`src/rtl/huffman_decoder.sv`:
```
// huffman_decoder: unpacks LSB-first packed 32-bit words into symbols using a host-loaded prefix-free code table
// Ports:
//   clock, resetn          - rising-edge clock, synchronous active-low reset
//   tbl_we/addr/code/len/sym - code table write (len 0 = entry invalid, 1..8 = code length)
//   in_word/in_valid/in_ready  - packed word input handshake
//   sym_out/sym_valid/sym_ready - decoded symbol output handshake
//   err                    - sticky decode error (no code matches 8+ buffered bits)
//   sym_count, word_count  - decode/accept counters, present only with HUFF_DEC_STATS_EN
module huffman_decoder #(
  parameter int TABLE_SIZE = 16,
  parameter int SYM_W = 8
) (
  input  logic                          clock,
  input  logic                          resetn,
  input  logic                          tbl_we,
  input  logic [$clog2(TABLE_SIZE)-1:0] tbl_addr,
  input  logic [7:0]                    tbl_code,
  input  logic [3:0]                    tbl_len,
  input  logic [SYM_W-1:0]              tbl_sym,
  input  logic [31:0]                   in_word,
  input  logic                          in_valid,
  output logic                          in_ready,
  output logic [SYM_W-1:0]              sym_out,
  output logic                          sym_valid,
  input  logic                          sym_ready,
`ifdef HUFF_DEC_STATS_EN
  output logic [31:0]                   sym_count,
  output logic [31:0]                   word_count,
`endif
  output logic                          err
);
  logic [3:0]       len_q  [TABLE_SIZE];
  logic [7:0]       code_q [TABLE_SIZE];
  logic [SYM_W-1:0] tsym_q [TABLE_SIZE];
  logic [39:0]      buf_q, buf_d;
  logic [5:0]       fill_q, fill_d;
  logic [SYM_W-1:0] sym_q, sym_d;
  logic             valid_q, valid_d;
  logic             err_q, err_d;
  logic             hit, dec, acc;
  logic [3:0]       win_len;
  logic [SYM_W-1:0] win_sym;
  logic [5:0]       cons, rem;
  // Descending scan so the lowest matching index is the last to assign and wins.
  always_comb begin
    hit = 1'b0;
    win_len = '0;
    win_sym = '0;
    for (int i = TABLE_SIZE - 1; i >= 0; i--)
      if (len_q[i] != 4'd0 && {2'b0, len_q[i]} <= fill_q &&
          ((buf_q[7:0] ^ code_q[i]) & ~(8'hFF << len_q[i])) == 8'h00) begin
        hit = 1'b1;
        win_len = len_q[i];
        win_sym = tsym_q[i];
      end
  end
  assign in_ready = resetn & (fill_q <= 6'd8) & ~err_q;
  assign acc      = in_valid & in_ready;
  assign dec      = hit & ~err_q & ~tbl_we & (~valid_q | sym_ready);
  assign cons     = dec ? {2'b0, win_len} : 6'd0;
  assign rem      = fill_q - cons;
  // A word can only be accepted with fill <= 8, so it always lands inside the 40-bit buffer.
  always_comb begin
    buf_d   = (buf_q >> cons) | (acc ? ({8'b0, in_word} << rem) : 40'b0);
    fill_d  = rem + (acc ? 6'd32 : 6'd0);
    sym_d   = dec ? win_sym : sym_q;
    valid_d = dec ? 1'b1 : (sym_ready ? 1'b0 : valid_q);
    err_d   = err_q | (~hit & (fill_q >= 6'd8));
  end
  always_ff @(posedge clock)
    if (!resetn) begin
      buf_q   <= '0;
      fill_q  <= '0;
      sym_q   <= '0;
      valid_q <= 1'b0;
      err_q   <= 1'b0;
    end else begin
      buf_q   <= buf_d;
      fill_q  <= fill_d;
      sym_q   <= sym_d;
      valid_q <= valid_d;
      err_q   <= err_d;
    end
  always_ff @(posedge clock)
    if (!resetn)
      for (int i = 0; i < TABLE_SIZE; i++) len_q[i] <= 4'd0;
    else if (tbl_we && int'(tbl_addr) < TABLE_SIZE)
      len_q[tbl_addr] <= tbl_len;
  always_ff @(posedge clock)
    if (resetn && tbl_we && int'(tbl_addr) < TABLE_SIZE) begin
      code_q[tbl_addr] <= tbl_code;
      tsym_q[tbl_addr] <= tbl_sym;
    end
  assign sym_out   = sym_q;
  assign sym_valid = valid_q;
  assign err       = err_q;
`ifdef HUFF_DEC_STATS_EN
  logic [31:0] scnt_q, wcnt_q;
  always_ff @(posedge clock)
    if (!resetn) begin
      scnt_q <= '0;
      wcnt_q <= '0;
    end else begin
      scnt_q <= scnt_q + (dec ? 32'd1 : 32'd0);
      wcnt_q <= wcnt_q + (acc ? 32'd1 : 32'd0);
    end
  assign sym_count  = scnt_q;
  assign word_count = wcnt_q;
`else
`endif
endmodule

```
`config.mk`:
```
export PLATFORM = sky130hd
export DESIGN_NAME = huffman_decoder
export DESIGN_NICKNAME = d
export VERILOG_FILES = /design/src/rtl/huffman_decoder.sv
export SDC_FILE = /design/constraint.sdc
export NUM_CORES = 1
export LEC_CHECK = 0
export BUFFER_PORTS_ARGS = -buffer_cell sky130_fd_sc_hd__buf_2
export CAP_MARGIN = 20
export CORE_ASPECT_RATIO = 0.75
export CORE_MARGIN = 4
export CORE_UTILIZATION = 23
export DETAILED_ROUTE_END_ITERATION = 10
export GPL_ROUTABILITY_DRIVEN = 1
export GPL_TIMING_DRIVEN = 0
export PLACE_DENSITY = 0.48
export RECOVER_POWER = 50
export SETUP_SLACK_MARGIN = 0.05
export SYNTH_ARGS = -nofsm -noshare
export SYNTH_HDL_FRONTEND = slang
export SYNTH_SLANG_ARGS = --single-unit
```
`constraint.sdc`:
```
create_clock -name clock -period 7.8 [get_ports clock]
set_input_delay 1.95 -clock clock [delete_from_list [all_inputs] [get_ports clock]]
set_output_delay 1.95 -clock clock [all_outputs]
set_load 0.05 [all_outputs]
```
==> impl_metrics.yaml <==
status:
  status: "finished, violations left"
  failed_checks: "max-capacitance violations, max-slew violations"
synthesis:
  synth-edff-count: 320
  synth_area_leader_cell: "edfxtp_1"
  synth_common_cells: "edfxtp_1, mux2i_1, nand2_1"
  synthFlopType: "edfxtp_1"
  synth_top_area_share_pct: 44.57
  synth_seq_cells: 376
  synth_seq_area_share_pct: 49.76
  netlist_area_mm2: 0.02156
  synth_nets: 2022
  yosysMostFrequentCell: "edfxtp_1"
  synthCells: 1891
  synth.area.top_cells: "edfxtp_1, mux2i_1, dfxtp_1"
  ys_warn_count: 0
  synth_cell_types: 88
  syn_area_per_cell_um2: 11.40
  async_flop_share_pct: 0
placement:
  portBuffers: 70
  dp_slack_ns: -0.9900
  place.gp.congestion: 0.9457
  place_hpwl_mm: 53.90
route:
  first_pass_iters: 5
  ant_nets: 0
  avgViaCountPerCell: 5.028
  wire_per_inst_um: 22.46
  drt_iter0_markers: 1674
  met1_length_mm: 35.67
  drc_errors: 0
  top_layer_used: "met5"
  wl_met2_mm: 30.83
  wl_met3_mm: 5.709
  via_count: 16530
  postRouteWirelength_mm: 73.86
timing:
  rsz0062_at_grt: "false"
  post-route-worst-setup-slack_ns: 0.3660
  finalClockSkew_ns: 0.03228
  min_period_ns: 7.434
  setup_viol: 0
  fin_crit_sh_pct: 95.31
  timing.hold.ws_ns: 0.5501
  max_freq_mhz: 134.5
  worst_slew_pin_slew_ns: 1.658
  hold_violations: 0
  max-slew-margin-rel_pct: -10.56
  maxSlewViolCount: 136
global_route:
  grt_use_total_pct: 14.45
  grt_pass1_vias: 16010
  grt_max_degree: 21
  antenna_found_initial: 7
  grt_overflow: 0
  grt_pass1_wl_mm: 107.3
final_layout:
  drive_gt1_share_pct: 13.29
  layout.nets: 2156
  area_delta_synth_final_pct: 17.04
  seq_area_mm2: 0.01073
  multi_input_area_mm2: 0.01026
  fill_cells: 9521
clock_network:
  clk_latency_ns: 0.59
  cts_tree: "built"
  cts_buffers: 44
  cts.sinks: 376
  cts-root-buf: "clkbuf_16"
  h-tree-depth: 2
  path_clk_slew_ns: 0.06
  clockBufferDepth: 3
  hold_buffers: 0
worst_setup_path:
  cp.arrival_ns: 7.90
  cp_max_fo: 11
  path_class: "register to register"
  required_ns: 8.27
  start_kind: "register"
  end_kind: "register"
floorplanning:
  io_pins: 72
  dieArea_mm2: 0.09876
  start_util_pct: 23.37
  die_width_um: 361.6
  die_y_um: 273.2
  core-area_mm2: 0.09225
  rows: 96
min_path:
  hold_path_class: "register to register"
power_and_ir_drop:
  p_per_area_mw_per_mm2: 299.4
  peakVddDrop_v: 0.0001673
  p_leak_nw: 9.066
run:
  drv_cap: 8
[cell type report]
cell class / instances / share of cell area (%)
Timing Repair Buffer: 91 / 2.266
Sequential cell: 376 / 42.52
Inverter: 44 / 0.6693
Antenna cell: 2 / 0.01983
Tap cell: 1225 / 6.073
Buffer: 98 / 2.003
Clock inverter: 29 / 1.235
Clock buffer: 53 / 4.536
Multi-Input combinational cell: 1370 / 40.67
[timing repair]
action                                 4_1_cts  5_1_grt
setup endpoints to repair                   40       40
endpoints found under the hold margin        0        0
buffers inserted                             1        2
gates resized for setup                      8       21
gates cloned                                 0        0
pin swaps                                    1        0
[where the power goes]
group          leakage, nW  internal [mW]  switching (mW)
clock network        0.689           1.22           0.859
logic                 5.00           1.11            1.95
registers             3.37           2.31           0.105
[per-stage QoR]
stage | cells | total power [mW] | setup TNS (ns) | utilization, % | area [µm²]
after global routing | 3286 | 7.917 | 0 | 27.35 | 25230
after global placement | 3186 | 5.363 | -41.07 | 25.42 | 23450
after CTS | 3283 | 7.533 | 0 | 27.35 | 25230
after floorplan | 1891 | 4.419 | 0 | - | 21560
final | 3288 | 7.557 | 0 | 27.36 | 25240
after detailed placement | 3201 | 5.416 | -22.73 | 25.73 | 23740
[routing by layer]
layer,up-vias,global-route usage [%]
li1,7507,-
met1,8240,21.98
met2,687,21.24
met3,97,2.333
met4,2,3.473
met5,-,0
[registers in the layout (all words and copies together) (netlist names)]
register and cells:
len_q 64, fill_q 6, err 1, buf_q 40, sym_out 8, code_q 128
tsym_q 128, sym_valid 1
[worst paths after layout]
check,from,end,slack [ns],cells past startpoint
worst max-delay path,buf_q[2],buf_q[31],0.37,22
worst min-delay path,tsym_q[3][5],sym_out[5],0.55,2
worst max register to register,buf_q[2],buf_q[31],0.37,22
worst min register to register,tsym_q[3][5],sym_out[5],0.55,2
[critical path: stages, from the launching register on]
cell,delay [ns]
dfxtp_1,0.30
buf_4,0.28
buf_4,0.36
xnor2_1,0.17
o2bb2ai_1,0.08
nor4_1,0.45
and3_1,0.27
buf_1,0.44
nor2b_1,0.22
a221o_1,0.35
a21oi_1,0.43
o211ai_1,0.17
nand2_1,0.26
inv_1,0.16
buf_2,0.25
fa_1,0.66
clkinv_1,0.30
clkbuf_2,0.34
clkbuf_2,0.29
mux4_2,0.42
mux2i_1,0.41
mux2i_1,0.29
a211o_1,0.38
[cell families after synthesis]
| group | after synthesis | share of synthesized area (%) |
|---|---|---|
| compound gates | 449 | 14.57 |
| fa+ha+maj | 71 | 4.178 |
| buf+inv | 145 | 3.110 |
| flops | 376 | 49.77 |
| simple gates | 516 | 11.83 |
| xor+xnor | 132 | 5.362 |
| mux | 202 | 11.19 |
[placed cells by master, fill, tap and decap left out, drive strengths merged, types with 12 or more instances in the layout]
cell type / synthesis / layout
a31oi: 19 / 19
a21oi: 100 / 100
nand3: 12 / 12
o311ai: 12 / 12
clkbuf: 49 / 134
nand2: 138 / 138
mux4: 29 / 29
dfxtp: 56 / 56
mux2: 22 / 22
o21a: 17 / 17
o211ai: 34 / 34
a22oi: 12 / 12
nand4: 23 / 23
xor2: 67 / 67
mux2i: 151 / 151
xnor2: 65 / 65
a2111oi: 13 / 13
inv: 43 / 42
a211oi: 45 / 45
clkinv: 1 / 19
edfxtp: 320 / 320
buf: 52 / 108
a221oi: 17 / 17
nor2: 134 / 134
ha: 68 / 68
and2: 72 / 72
nor3: 42 / 42
o22ai: 18 / 18
nand2b: 31 / 31
nor2b: 19 / 19
o21ai: 70 / 70
Note: power is estimated with default switching activity, not from simulation.
